$ cat config.mk
export PLATFORM = sky130hd
export DESIGN_NAME = loss_unit_flat
export DESIGN_NICKNAME = d
export VERILOG_FILES = /design/src/rtl/machina_pkg.sv /design/src/rtl/loss_unit_if.sv /design/src/rtl/loss_accumulator.sv /design/src/rtl/loss_unit.sv /design/src/flat_wrapper.sv
export SDC_FILE = /design/constraint.sdc
export NUM_CORES = 1
export LEC_CHECK = 0
export BUFFER_PORTS_ARGS = -buffer_cell sky130_fd_sc_hd__clkbuf_2
export CAP_MARGIN = 10
export CORE_ASPECT_RATIO = 1.75
export CORE_MARGIN = 5
export CORE_UTILIZATION = 32
export CTS_CLUSTER_DIAMETER = 200
export DETAILED_ROUTE_END_ITERATION = 10
export PLACE_DENSITY_LB_ADDON = 0.25
export REMOVE_ABC_BUFFERS = 1
export SYNTH_ARGS = -nofsm -noshare
export SYNTH_HDL_FRONTEND = slang
export SYNTH_SLANG_ARGS = --single-unit
$ cat constraint.sdc
create_clock -name clock -period 12.53 [get_ports clock]
set_clock_uncertainty 0.1 [all_clocks]
set_input_delay 1.253 -clock clock [delete_from_list [all_inputs] [get_ports clock]]
set_output_delay 1.253 -clock clock [all_outputs]
set_load 0.01 [all_outputs]
$ cat src/rtl/machina_pkg.sv
// Shared widths, Q-format constants and the loss_unit state encoding.
package machina_pkg;

  localparam int unsigned ACTIVATION_W = 8;
  localparam int unsigned ERROR_W      = 16;
  localparam int unsigned LOSS_W       = 16;
  localparam int unsigned FRAC         = 8;

  typedef enum logic [1:0] {
    CAPTURE = 2'd0,
    ERROR   = 2'd1,
    LOSS    = 2'd2
  } loss_state_e;

endpackage

$ cat src/rtl/loss_unit_if.sv
// Operand, error and loss handshake bundle for loss_unit.
interface loss_unit_if;
  import machina_pkg::*;

  logic                    argument_valid;
  logic [ACTIVATION_W-1:0] argument_data;
  logic                    argument_ready;
  logic                    target_valid;
  logic [ACTIVATION_W-1:0] target_data;
  logic                    target_ready;
  logic                    error_valid;
  logic [ERROR_W-1:0]      error_data;
  logic                    error_ready;
  logic                    loss_valid;
  logic [LOSS_W-1:0]       loss_data;
  logic                    loss_ready;

  // master: the surrounding pipeline; slave: loss_unit itself
  modport master (
    output argument_valid, argument_data, target_valid, target_data,
    output error_ready, loss_ready,
    input  argument_ready, target_ready, error_valid, error_data,
    input  loss_valid, loss_data
  );

  modport slave (
    input  argument_valid, argument_data, target_valid, target_data,
    input  error_ready, loss_ready,
    output argument_ready, target_ready, error_valid, error_data,
    output loss_valid, loss_data
  );

endinterface

$ cat src/rtl/loss_accumulator.sv
// Batch accumulator: running sum of squared errors, sample count and mean loss word.
module loss_accumulator
  import machina_pkg::*;
#(
  parameter int unsigned BATCH = 4
) (
  input  logic              clock,
  input  logic              reset,
  input  logic              add_i,
  input  logic [LOSS_W-1:0] sq_i,
  input  logic              clear_i,
  output logic              last_c,
  output logic [LOSS_W-1:0] loss_data_o
);

  localparam int unsigned LOG_B = $clog2(BATCH);
  localparam int unsigned SUM_W = LOSS_W + LOG_B;
  localparam int unsigned CNT_W = (LOG_B > 0) ? LOG_B : 1;

  logic [SUM_W-1:0]  sum_q, sum_d;
  logic [SUM_W-1:0]  sum_add_c, mean_c;
  logic [CNT_W-1:0]  count_q, count_d;
  logic [LOSS_W-1:0] loss_q, loss_d;

  assign last_c      = (count_q == CNT_W'(BATCH - 1));
  assign loss_data_o = loss_q;
  assign sum_add_c   = sum_q + SUM_W'(sq_i);
  assign mean_c      = sum_add_c >> LOG_B;

  always_comb begin
    sum_d   = sum_q;
    count_d = count_q;
    loss_d  = loss_q;
    if (clear_i) begin
      sum_d   = '0;
      count_d = '0;
    end else if (add_i) begin
      sum_d = sum_add_c;
      if (last_c) begin
        loss_d = (mean_c > SUM_W'({LOSS_W{1'b1}})) ? {LOSS_W{1'b1}} : LOSS_W'(mean_c);
      end else begin
        count_d = count_q + CNT_W'(1);
      end
    end
  end

  always_ff @(posedge clock or negedge reset) begin
    if (!reset) begin
      sum_q   <= '0;
      count_q <= '0;
      loss_q  <= '0;
    end else begin
      sum_q   <= sum_d;
      count_q <= count_d;
      loss_q  <= loss_d;
    end
  end

endmodule

$ cat src/rtl/loss_unit.sv
// Compares activation result with target, returns a Q8.8 error and reports batch mean squared error.
module loss_unit
  import machina_pkg::*;
#(
  parameter int unsigned SHIFT = 0,
  parameter int unsigned BATCH = 4
) (
  input  logic  clock,
  input  logic  reset,
  loss_unit_if.slave bus
);

  localparam int unsigned PAD_W = ERROR_W - ACTIVATION_W;

  loss_state_e             state_q, state_d;
  logic                    have_arg_q, have_arg_d;
  logic                    have_tgt_q, have_tgt_d;
  logic [ACTIVATION_W-1:0] arg_q, arg_d;
  logic [ACTIVATION_W-1:0] tgt_q, tgt_d;
  logic                    err_valid_q, err_valid_d;
  logic [ERROR_W-1:0]      err_q, err_d;
  logic [LOSS_W-1:0]       sq_q, sq_d;
  logic                    loss_valid_q, loss_valid_d;

  logic                    arg_rdy_c, tgt_rdy_c, arg_hs_c, tgt_hs_c;
  logic [ACTIVATION_W-1:0] arg_cur_c, tgt_cur_c;
  logic signed [ERROR_W-1:0]   diff_c, err_shift_c;
  logic signed [2*ERROR_W-1:0] prod_c;
  logic                    acc_add_c, acc_clear_c, acc_last_c;

  assign arg_rdy_c = (state_q == CAPTURE) && !have_arg_q;
  assign tgt_rdy_c = (state_q == CAPTURE) && !have_tgt_q;
  assign arg_hs_c  = bus.argument_valid && arg_rdy_c;
  assign tgt_hs_c  = bus.target_valid && tgt_rdy_c;

  assign bus.argument_ready = arg_rdy_c;
  assign bus.target_ready   = tgt_rdy_c;
  assign bus.error_valid    = err_valid_q;
  assign bus.error_data     = err_q;
  assign bus.loss_valid     = loss_valid_q;

  // Operands arriving this cycle bypass the holding registers
  assign arg_cur_c   = have_arg_q ? arg_q : bus.argument_data;
  assign tgt_cur_c   = have_tgt_q ? tgt_q : bus.target_data;
  assign diff_c      = $signed({{PAD_W{1'b0}}, tgt_cur_c}) - $signed({{PAD_W{1'b0}}, arg_cur_c});
  assign err_shift_c = diff_c <<< SHIFT;
  assign prod_c      = (2*ERROR_W)'(diff_c) * (2*ERROR_W)'(diff_c);

  always_comb begin
    state_d      = state_q;
    have_arg_d   = have_arg_q;
    have_tgt_d   = have_tgt_q;
    arg_d        = arg_q;
    tgt_d        = tgt_q;
    err_valid_d  = err_valid_q;
    err_d        = err_q;
    sq_d         = sq_q;
    loss_valid_d = loss_valid_q;
    acc_add_c    = 1'b0;
    acc_clear_c  = 1'b0;
    case (state_q)
      CAPTURE: begin
        if (arg_hs_c) begin
          arg_d      = bus.argument_data;
          have_arg_d = 1'b1;
        end
        if (tgt_hs_c) begin
          tgt_d      = bus.target_data;
          have_tgt_d = 1'b1;
        end
        if ((have_arg_q || arg_hs_c) && (have_tgt_q || tgt_hs_c)) begin
          err_d       = ERROR_W'(err_shift_c);
          sq_d        = LOSS_W'(prod_c);
          err_valid_d = 1'b1;
          have_arg_d  = 1'b0;
          have_tgt_d  = 1'b0;
          state_d     = ERROR;
        end
      end
      ERROR: begin
        if (bus.error_ready) begin
          err_valid_d = 1'b0;
          acc_add_c   = 1'b1;
          if (acc_last_c) begin
            loss_valid_d = 1'b1;
            state_d      = LOSS;
          end else begin
            state_d = CAPTURE;
          end
        end
      end
      LOSS: begin
        if (bus.loss_ready) begin
          loss_valid_d = 1'b0;
          acc_clear_c  = 1'b1;
          state_d      = CAPTURE;
        end
      end
      default: state_d = CAPTURE;
    endcase
  end

  always_ff @(posedge clock or negedge reset) begin
    if (!reset) begin
      state_q      <= CAPTURE;
      have_arg_q   <= 1'b0;
      have_tgt_q   <= 1'b0;
      arg_q        <= '0;
      tgt_q        <= '0;
      err_valid_q  <= 1'b0;
      err_q        <= '0;
      sq_q         <= '0;
      loss_valid_q <= 1'b0;
    end else begin
      state_q      <= state_d;
      have_arg_q   <= have_arg_d;
      have_tgt_q   <= have_tgt_d;
      arg_q        <= arg_d;
      tgt_q        <= tgt_d;
      err_valid_q  <= err_valid_d;
      err_q        <= err_d;
      sq_q         <= sq_d;
      loss_valid_q <= loss_valid_d;
    end
  end

  loss_accumulator #(.BATCH(BATCH)) u_acc (
    .clock       (clock),
    .reset       (reset),
    .add_i       (acc_add_c),
    .sq_i        (sq_q),
    .clear_i     (acc_clear_c),
    .last_c      (acc_last_c),
    .loss_data_o (bus.loss_data)
  );

endmodule

$ cat src/flat_wrapper.sv
// flat-port wrapper written by rule: the top's interface ports become plain ports
module loss_unit_flat import machina_pkg::*;
#(
  parameter int unsigned SHIFT = 0,
  parameter int unsigned BATCH = 4
)
  (clock, reset, bus_argument_valid, bus_argument_data, bus_target_valid, bus_target_data, bus_error_ready, bus_loss_ready, bus_argument_ready, bus_target_ready, bus_error_valid, bus_error_data, bus_loss_valid, bus_loss_data);
  loss_unit_if bus_i ();
  input  logic clock;
  input  logic reset;
  input wire logic [$bits(bus_i.argument_valid)-1:0] bus_argument_valid;
  input wire logic [$bits(bus_i.argument_data)-1:0] bus_argument_data;
  input wire logic [$bits(bus_i.target_valid)-1:0] bus_target_valid;
  input wire logic [$bits(bus_i.target_data)-1:0] bus_target_data;
  input wire logic [$bits(bus_i.error_ready)-1:0] bus_error_ready;
  input wire logic [$bits(bus_i.loss_ready)-1:0] bus_loss_ready;
  output wire logic [$bits(bus_i.argument_ready)-1:0] bus_argument_ready;
  output wire logic [$bits(bus_i.target_ready)-1:0] bus_target_ready;
  output wire logic [$bits(bus_i.error_valid)-1:0] bus_error_valid;
  output wire logic [$bits(bus_i.error_data)-1:0] bus_error_data;
  output wire logic [$bits(bus_i.loss_valid)-1:0] bus_loss_valid;
  output wire logic [$bits(bus_i.loss_data)-1:0] bus_loss_data;
  assign bus_i.argument_valid = bus_argument_valid;
  assign bus_i.argument_data = bus_argument_data;
  assign bus_i.target_valid = bus_target_valid;
  assign bus_i.target_data = bus_target_data;
  assign bus_i.error_ready = bus_error_ready;
  assign bus_i.loss_ready = bus_loss_ready;
  assign bus_argument_ready = bus_i.argument_ready;
  assign bus_target_ready = bus_i.target_ready;
  assign bus_error_valid = bus_i.error_valid;
  assign bus_error_data = bus_i.error_data;
  assign bus_loss_valid = bus_i.loss_valid;
  assign bus_loss_data = bus_i.loss_data;
  loss_unit #(.SHIFT(SHIFT), .BATCH(BATCH)) u_core (.clock(clock), .reset(reset), .bus(bus_i));
endmodule
== After elaboration in Yosys (flattened, before gate mapping) ==
Index checks and enable logic that the tools add are counted.

* Register bits: 83
* Input bits: 22
* Output and inout port bits: 36
* Word-level logic and storage cells: 79

* $add $sub $neg: 3
* Multipliers: 1
* $lt $le $gt $ge: 1
* Equal/unequal tests: 8
* Muxes and demuxes: 28
* Bitwise gates (word level): 1
* Reduce and logical (&&, ||, !) cells: 25

{| class="wikitable"
|+ Operators by type and width
! cell !! count
|-
| $mux W18 || 2
|-
| $add A18 B16 Y18 || 1
|-
| $gt A16 B16 Y1 const B || 1
|-
| $mul A9 B9 Y16 || 1
|-
| $mux W16 || 1
|-
| $mux W8 || 2
|-
| $mux W2 || 7
|-
| $mux W1 || 13
|-
| $reduce_and A2 Y1 || 6
|-
| $reduce_bool A2 Y1 || 5
|-
| $reduce_and A3 Y1 || 3
|-
| $sub A8 B8 Y9 || 1
|-
| $ne A2 B2 Y1 const B || 3
|-
| $pmux W2 S3 || 1
|-
| $logic_and A1 B1 Y1 || 5
|-
| $eq A2 B2 Y1 const B || 2
|-
| $ne A2 B1 Y1 const B || 2
|-
| $pmux W1 S2 || 2
|-
| $reduce_and A4 Y1 || 1
|-
| $add A2 B1 Y2 const B || 1
|-
| $eq A2 B1 Y1 const B || 1
|-
| $logic_not A1 Y1 || 2
|-
| $logic_not A2 Y1 || 1
|-
| $logic_or A1 B1 Y1 || 2
|-
| $not A1 Y1 || 1
|}

== Logic depth before layout (Yosys ltp) ==
Gate-level depths: netlist of run 1.

* Depth in word-level cells: 7
* Mapped depth: 31
* Depth with buffers taken out: 30

== Cells and area by module ==
From an unflattened synthesis of run 1, not the netlist that was laid out.

* Cell total of the unflattened synthesis: 743
* Area, all modules: 7171.9 µm²

{| class="wikitable"
|+ By module, submodules not included
! module !! times used !! cells each !! area an instance (µm²) !! sequential area each (µm²)
|-
| loss_unit || 1 || 491 || 4784.6 || 1126.1
|-
| loss_accumulator || 1 || 252 || 2387.3 || 900.9
|}

== Worst setup path before layout of run 1 ==
OpenSTA, ideal clock, no wires.

* Kind: input to register
* Start: input bus_target_data[0]
* End: register u_core.sq_q[15]
* Library setup time: 0.130 ns
* Data arrival time: 7.152 ns
* Data required time: 12.300 ns
* Slack: 5.148 ns
* Cell stages on the path: 29
* Path buffers: 0
* Cells stage by stage: mux2i_1 -> ha_1 -> inv_1 -> fa_1 -> a21o_1 -> a21oi_2 -> nor2b_2 -> o31ai_4 -> a21boi_2 -> inv_2 -> nor2_1 -> inv_1 -> fa_1 -> inv_1 -> fa_1 -> inv_1 -> fa_1 -> inv_1 -> fa_1 -> ha_1 -> ha_1 -> nor2b_1 -> o21a_1 -> o21ai_0 -> a21oi_1 -> a31oi_1 -> xnor2_1 -> xnor2_1 -> o21ai_1

* Longest elaborated chain between the ends: 3

{| class="wikitable"
|+ Ends and longest elaborated chain
! item !! line !! text
|-
| from (decl) || flat_wrapper.sv:14 || <nowiki>input wire logic [$bits(bus_i.target_data)-1:0] bus_target_data;</nowiki>
|-
| $mux W8 || loss_unit.sv:44 || <nowiki>assign tgt_cur_c = have_tgt_q ? tgt_q : bus.target_data;</nowiki>
|-
| $sub A8 B8 Y9 || loss_unit.sv:45 || <nowiki>assign diff_c = $signed({{PAD_W{1'b0}}, tgt_cur_c}) - $signed({{PAD_W{1'b0}}, arg_cur_c});</nowiki>
|-
| $mul A9 B9 Y16 || loss_unit.sv:47 || <nowiki>assign prod_c = (2*ERROR_W)'(diff_c) * (2*ERROR_W)'(diff_c);</nowiki>
|-
| to (signal assigned) || loss_unit.sv:122 || <nowiki>sq_q <= sq_d;</nowiki>
|-
| to (decl) || loss_unit.sv:22 || <nowiki>logic [LOSS_W-1:0] sq_q, sq_d;</nowiki>
|}

Every way passes these cells.
A chain may end at the register's enable or synchronous reset.

== Worst setup path after layout of run 1 ==
Ends and elaborated chain as after synthesis.

==> summary.txt, run 1 <==
Run status
  • Status: completed

Synthesis
  • Synthesized flop and latch total: 81
  • Post-synth EDFFs: 0
  • Syn Area/Cell: between 9 and 10 um2
  • Post-Synth XOR/XNOR Area: approximately 5.6%
  • Mapped Area: 6590 um2
  • Cells after Synth: 662
  • Count of cell types in the netlist: between 50 and 60
  • Post-synth ARST share: 100%
  • Synth Area in Adders: a little over a quarter
  • Most used flip-flop cell after synthesis: dfrtp_1
  • Seq/Total Area, Yosys: 30.7%
  • Post-synthesis compound-gate area fraction: roughly an eighth
  • Multiplexer share of the synthesized area: around 6.7%
  • Largest family of logic cells by synthesized area: adder cells
  • Simple-gate share of the synthesized area: between 10% and 20%
  • Synth warnings: 0

Floorplanning
  • Die Ht: ~200 um
  • Top Ports: 58
  • Num rows: between 60 and 70
  • Die X: about 120 um
  • Die area: roughly 24000 um2
  • Initial Util: between 30% and 40%
  • Core area: about 20000 um2

Critical path
  • Slowest CP cell: fa_1
  • Kind of critical path: in2reg
  • Critical Path AT: around 7.7 ns
  • Slowest stage delay, CP: 0.59 ns
  • Crit path required time: 12.64 ns
  • Critical path peak fanout: 7
  • CP Launch Type: input port
  • R2R Setup Slk: around 5.1 ns
  • Worst setup EP type: register

Clocking
  • CTS max path bufs: 2
  • Clk sinks: 81
  • Post-CTS setup buffers: 0
  • Htree depth: 3
  • CTS resizes: 0
  • Clock root buffer master: clkbuf_16
  • Num CTS Buffers: 9
  • # hold bufs at CTS: 0
  • CTS tree: done
  • Clock transition at the registers of the reported paths: 0.06 ns
  • Clock Latency Late Sink: around 0.34 ns

Route
  • # DRC: 0
  • Antenna viol nets, final: 0
  • Drt initial violations: approximately 130
  • Drt first pass iters: 6
  • Drt total wl: approximately 14000 um
  • DR vias: 4547
  • WL/cell: 14.3 um
  • Number of vias per cell: ~4.7

Cells and area
  • Final Non-Filler Cells: ~960
  • Syn-to-layout area delta: 12.1%
  • Fillers: roughly 2100
  • NumNets Final: approximately 840
  • Layout cells sized above 1: 18.0%
  • ANT cells: 0

Global route
  • Initial antenna violation count: 0
  • Met2 Use GR: 26.2%
  • Overflow after GRT: 0
  • First-pass GRT wire length: 24100 um
  • Maximum number of pins on one net before global-route repair: between 60 and 70
  • Grt met1 use: between 10 and 15%
  • Vias in the first global route: about 5000
  • Met3 usage: 1.58%
  • Total GRT Usage: 12.6%
  • Most crowded layer after global routing: met2

Placement
  • Final GP Congestion: about 0.80
  • PortBufs: between 50 and 60
  • Final HPWL DP: 11200 um
  • Placed instance count: 947

Timing
  • Final hold viol count: 0
  • RSZ-0062 raised after global routing: no
  • Fmax: ~0.13 GHz
  • Final slew viol count: 0
  • Final setup viols: 0
  • Final min period: between 7 and 8 ns
  • Final worst-path cycle share: between 60% and 70%
  • Worst slew margin: about 28%
  • Worst Max-Slew Pin Slew: 1.07 ns
  • Setup TNS: 0 ns

Worst hold path
  • Min-Delay Path Class: reg2reg

Run
  • Max Cap Violations: 0
metrics by stage:
step	worst slack, ns	util, %	hold slack [ns]	instance area [um2]
global route	4.42	36.4	0.403	7390
detailed placement	4.51	35.0	0.368	7100
CTS	4.88	36.4	0.383	7390
floorplan	5.09	-	0.350	6470
global placement	4.65	35.0	0.364	7100
finish	4.90	36.4	0.376	7390
layer usage:
metal / wire length, um / share of wire (%)
met1: 5050 / 37
met2: 8270 / 60
met3: 264 / 1.9
met4: 225 / 1.6
met5: 0 / 0
synthesized netlist by cell type (all sizes together) (2+ instances only):
| cell | number | area share (%) |
|---|---|---|
| a31oi | 2 | 0.19 |
| and2 | 3 | 0.28 |
| clkbuf | 15 | 0.85 |
| o31ai | 5 | 0.78 |
| nand3 | 2 | 0.15 |
| fa | 51 | 15 |
| nand2 | 79 | 4.5 |
| buf | 9 | 1.1 |
| nor3 | 6 | 0.46 |
| a22o | 5 | 0.66 |
| nor2b | 6 | 0.61 |
| o21bai | 5 | 0.57 |
| a21oi | 23 | 2.0 |
| nand2b | 15 | 1.4 |
| a211oi | 2 | 0.38 |
| o21ai | 57 | 4.4 |
| dfrtp | 81 | 31 |
| xor2 | 17 | 2.4 |
| a21o | 15 | 1.7 |
| ha | 60 | 11 |
| inv | 83 | 4.8 |
| a21boi | 2 | 0.28 |
| and3 | 2 | 0.19 |
| mux2i | 9 | 1.6 |
| nor2 | 36 | 2.4 |
| mux2 | 30 | 5.1 |
| o21a | 4 | 0.46 |
| xnor2 | 24 | 3.2 |
final timing paths:
kind / start / to / cells after the start
max: bus_target_data[0] / u_core.sq_q[15] / 30
min: u_core.u_acc.loss_data_o[13] / u_core.u_acc.loss_data_o[13] / 2
max reg2reg: u_core.have_tgt_q / u_core.sq_q[15] / 29
min reg2reg: u_core.u_acc.loss_data_o[13] / u_core.u_acc.loss_data_o[13] / 2
max in group asynchronous: reset / u_core.arg_q[2] / 2
min in group asynchronous: reset / u_core.u_acc.loss_data_o[10] / 1
cells in the final DEF (no fill, tap or decap), drive strengths merged, types with 2 or more instances in the layout:
cell type | netlist | routed
o21bai | 5 | 5
nor2 | 36 | 36
a31oi | 2 | 2
clkinvlp | 0 | 3
fa | 51 | 51
nand2 | 79 | 79
a21oi | 23 | 23
xnor2 | 24 | 24
a21boi | 2 | 2
o21a | 4 | 4
inv | 83 | 83
and2 | 3 | 3
and3 | 2 | 2
nand2b | 15 | 15
clkbuf | 15 | 67
ha | 60 | 60
mux2i | 9 | 9
nand3 | 2 | 2
clkinv | 1 | 3
o21ai | 57 | 57
xor2 | 17 | 17
dfrtp | 81 | 81
buf | 9 | 5
nor2b | 6 | 6
a211oi | 2 | 2
o31ai | 5 | 5
a21o | 15 | 15
mux2 | 30 | 30
a22o | 5 | 5
nor3 | 6 | 6
registers in the layout, indices dropped and copies added, names as in the netlist:
name and cells:
u_core.bus.error_data 8, u_core.bus.loss_valid 1, u_core.tgt_q 8, u_core.state_q 2
u_core.u_acc.sum_q 18, u_core.sq_q 15, u_core.have_tgt_q 1, u_core.u_acc.count_q 2
u_core.have_arg_q 1, u_core.bus.error_valid 1, u_core.u_acc.loss_data_o 16, u_core.arg_q 8
critical path, delay by kind of cell:
| family | cells | cell delay, ns |
|---|---|---|
| xor gates and xnor gates | 2 | 0.28 |
| muxes | 1 | 0.20 |
| and+or+nand+nor | 3 | 0.38 |
| buffers and inverters | 7 | 0.53 |
| adders and majority gates | 8 | 3.25 |
| AOI/OAI and AO/OA | 9 | 1.86 |
cell families after synthesis:
group,Yosys count
muxes,39
DFF,81
adders and majority gates,111
buffers and inverters,108
xor gates and xnor gates,41
AOI/OAI and AO/OA,128
and+or+nand+nor,154
area by class of cell:
type,count,area (um2),share of cell area [%]
Multi-Input combinational cell,473,4120,55.8
Sequential cell,81,2030,27.4
Inverter,84,320,4.33
Timing Repair Buffer,61,318,4.30
Tap cell,248,310,4.20
Clock buffer,11,253,3.42
Clock inverter,5,40.0,0.542
Power of run 1 is not shown: default switching activity piles up to over one toggle a cycle in this logic, so the estimate is an artifact.
==> run 2, diff against run 1 <==
--- a/config.mk
+++ b/config.mk
@@ -5,6 +5,7 @@
 export SDC_FILE = /design/constraint.sdc
 export NUM_CORES = 1
 export LEC_CHECK = 0
+export ABC_AREA = 1
 export BUFFER_PORTS_ARGS = -buffer_cell sky130_fd_sc_hd__clkbuf_2
 export CAP_MARGIN = 10
 export CORE_ASPECT_RATIO = 1.75
==> constraint.sdc (replaced) <==
create_clock -name clock -period 6.1 [get_ports clock]
set_clock_uncertainty 0.1 [all_clocks]
set_input_delay 0.61 -clock clock [delete_from_list [all_inputs] [get_ports clock]]
set_output_delay 0.61 -clock clock [all_outputs]
set_load 0.01 [all_outputs]
==> summary.txt, run 2 <==
Critical path
  • Critical Path Most Common Cell: fa_1
  • Worst setup EP type: register (unchanged)
  • Kind of critical path: reg2reg (was in2reg)
  • CP endpoint: u_core.sq_q[14] (was u_core.sq_q[15])
  • Critical path peak fanout: 6 (was 7)
  • Largest delay share family, worst path: adder cells (unchanged)
  • Slowest CP cell: fa_1 (unchanged)
  • FF-to-FF Start: u_core.have_arg_q (was u_core.have_tgt_q)
  • Buffer and inverter count on the worst path: 9 (was 7)
  • CP Launch Type: register (was input port)
  • R2R Setup Slk: 0.13 ns (was 5.12 ns)
  • Reg2Reg Depth: 31 (was 29)
  • Slowest stage delay, CP: 0.53 ns (was 0.59 ns)
  • Critical Path AT: 6.11 ns (was 7.74 ns)
  • Crit path required time: 6.23 ns (was 12.64 ns)
  • Setup crit start: u_core.have_arg_q (was bus_target_data[0])
  • R2r endpoint: u_core.sq_q[14] (was u_core.sq_q[15])
  • Critical path depth: 31 (was 30)

Route
  • DR vias: 5982 (was 4547)
  • Drt first pass iters: 4 (was 6)
  • Antenna viol nets, final: 0 (unchanged)
  • # DRC: 0 (unchanged)
  • Drt initial violations: 206 (was 126)
  • Number of vias per cell: 4.54 (was 4.72)
  • WL/cell: 13.1 um (was 14.3 um)
  • Drt total wl: 17300 um (was 13800 um)

Global route
  • Total GRT Usage: 14.9% (was 12.6%)
  • Overflow after GRT: 0 (unchanged)
  • Maximum number of pins on one net before global-route repair: 64 (was 67)
  • Initial antenna violation count: 0 (unchanged)
  • First-pass GRT wire length: 29600 um (was 24100 um)
  • Vias in the first global route: 6410 (was 5041)

Timing
  • Final hold viol count: 0 (unchanged)
  • Final min period: about 6 ns
  • Fmax: ~0.17 GHz
  • Worst slew margin: 45.6% (was 28.1%)
  • Final worst-path cycle share: between 90% and 100%
  • WHS: 0.0281 ns (was 0.376 ns)
  • RSZ-0062 raised after global routing: yes (was no)
  • Final slew viol count: 0 (unchanged)
  • Final setup viols: 0 (unchanged)
  • Setup TNS: 0 ns (unchanged)
  • Setup ws final: 0.129 ns (was 4.90 ns)
  • Worst Max-Slew Pin Slew: 0.817 ns (was 1.07 ns)

Synthesis
  • Seq/Total Area, Yosys: 29.1% (was 30.7%)
  • Post-synth ARST share: 100% (unchanged)
  • Synth top area share: 29.1% (was 30.7%)
  • Cells after Synth: 877 (was 662)
  • Syn Area/Cell: 7.95 um2 (was 9.96 um2)
  • Top cells by count, synth: 223 x nand2_1, 144 x inv_1, 81 x dfrtp_1 (was 81 x dfrtp_1, 80 x inv_1, 79 x nand2_1)
  • Post-synth EDFFs: 0 (unchanged)
  • Count of cell types in the netlist: 39 (was 58)
  • Synthesized flop and latch total: 81 (unchanged)
  • Mapped Area: 6970 um2 (was 6590 um2)
  • Cell taking the most area after synthesis: dfrtp_1 (unchanged)
  • Top-count cell post-synth: nand2_1 (was dfrtp_1)
  • Synth warnings: 0 (unchanged)
  • Area contributors post-synth: dfrtp_1 29%, fa_1 15%, nand2_1 12%, ha_1 11%, inv_1 7.8% (was dfrtp_1 31%, fa_1 15%, ha_1 11%, mux2_2 5.0%, inv_1 4.6%)
  • Most used flip-flop cell after synthesis: dfrtp_1 (unchanged)

Clocking
  • Clock root buffer master: clkbuf_16 (unchanged)
  • Htree depth: 3 (unchanged)
  • Num CTS Buffers: 9 (unchanged)
  • Clock transition at the registers of the reported paths: 0.07 ns (was 0.06 ns)
  • CTS tree: done (unchanged)
  • Clk sinks: 81 (unchanged)
  • CTS max path bufs: 2 (unchanged)
  • Clock Latency Late Sink: 0.35 ns (was 0.34 ns)
  • # hold bufs at CTS: 0 (unchanged)

Cells and area
  • ANT cells: 0 (unchanged)
  • Commonest cells after routing, fill and taps aside: 215 x nand2_1, 130 x inv_1, 97 x buf_4 (was 81 x dfrtp_1, 80 x inv_1, 79 x nand2_1)
  • Largest register by flop count: u_core.u_acc.sum_q (unchanged)
  • NumNets Final: 1154 (was 843)
  • Core Util, Final: 41.1% (was 36.4%)
  • Syn-to-layout area delta: 26.9% (was 12.1%)
  • Multi-input gate area: 4490 um2 (was 4120 um2)
  • Max reg flops: 18 (unchanged)
  • Layout cells sized above 1: 27.0% (was 18.0%)
  • Commonest non-fill, non-tap cell in the layout: nand2_1 (was dfrtp_1)
  • Fillers: 2279 (was 2084)
  • Register Area: 2030 um2 (about the same)

Floorplanning
  • Die Ht: 205 um (was 200 um)
  • Core area: 21500 um2 (was 20300 um2)
  • Die X: 122 um (was 119 um)
  • Die area: 24900 um2 (was 23700 um2)
  • Initial Util: 32.4% (was 32.5%)
  • Num rows: 71 (was 69)
  • Top Ports: 58 (unchanged)

Placement
  • Final GP Congestion: 0.815 (was 0.801)
  • PortBufs: 57 (unchanged)
  • Final HPWL DP: 14000 um (was 11200 um)
  • Post-place setup slack: -0.422 ns (was 4.51 ns)

Worst hold path
  • Min-Delay Path Class: in2async (was reg2reg)

Run
  • Max Cap Violations: 0 (unchanged)

Run status
  • Status: completed (unchanged)
[run 2: changes by cell type after synthesis, moves of 9 or more]
cell / previous run / this run
nand2_1: 79 / 223
inv_1: 80 / 144
nand3_1: 2 / 49
mux2_2: 29 / 0
nor2_1: 33 / 62
xnor2_1: 24 / 7
nand2b_1: 15 / 0
o21ai_2: 1 / 14
o21ai_0: 47 / 58
clkbuf_1: 15 / 5
a21o_1: 15 / 6
a21oi_1: 20 / 29
[run 2: how the worst min path moves through the flow]
stage	start	end	slack (ns)	cells past startpoint
4_1_cts	reset	u_core.tgt_q[4]	0.03	1
6_report	reset	u_core.tgt_q[4]	0.03	1
2_1_floorplan	reset	u_core.arg_q[0]	0.21	0
5_1_grt	reset	u_core.tgt_q[4]	0.04	1
3_3_place_gp	u_core.u_acc.loss_data_o[13]	u_core.u_acc.loss_data_o[13]	0.36	2
3_5_place_dp	u_core.u_acc.loss_data_o[13]	u_core.u_acc.loss_data_o[13]	0.37	2
[run 2: cells by family (layout without fill, tap and decap cells)]
family / Yosys count / in the layout / share of synthesized area (%)
and+or+nand+nor: 364 / 364 / 22.0
xor gates and xnor gates: 17 / 17 / 2.14
adders and majority gates: 111 / 111 / 25.4
AOI/OAI and AO/OA: 129 / 129 / 10.8
DFF: 81 / 81 / 29.1
buffers and inverters: 175 / 324 / 10.5
[run 2: area by class of cell]
type	count	share of cell area (%)
flip-flops and latches	81	22.9
well taps	292	4.13
repair buffers	156	12.1
clock buffers	9	2.55
inverters	152	6.57
multi-input cells	621	50.8
clock inverters	7	0.891
[run 2: through the flow]
step	std cells	area, um2
after detailed placement	1286	8100
after CTS	1306	8510
final	1318	8840
after global placement	1286	8100
after global routing	1318	8840
after floorplan	854	6810
[run 2: repair_timing]
item                                    CTS  global route
gates cloned                              0             1
buffers inserted                          4            11
pin swaps                                 3            43
endpoints found under the setup margin    8             9
resized for setup                        22            69
[run 2: layer usage]
| metal | GRT usage (%) | up-vias | part of all wire (%) |
|---|---|---|---|
| met1 | 15.2 | 2846 | 38 |
| met4 | 4.93 | 0 | 2.0 |
| met2 | 30.3 | 75 | 58 |
| met3 | 1.76 | 24 | 1.8 |
| met5 | 0 | - | 0 |
| li1 | - | 3037 | - |
Power of run 2 is left out for the same reason.
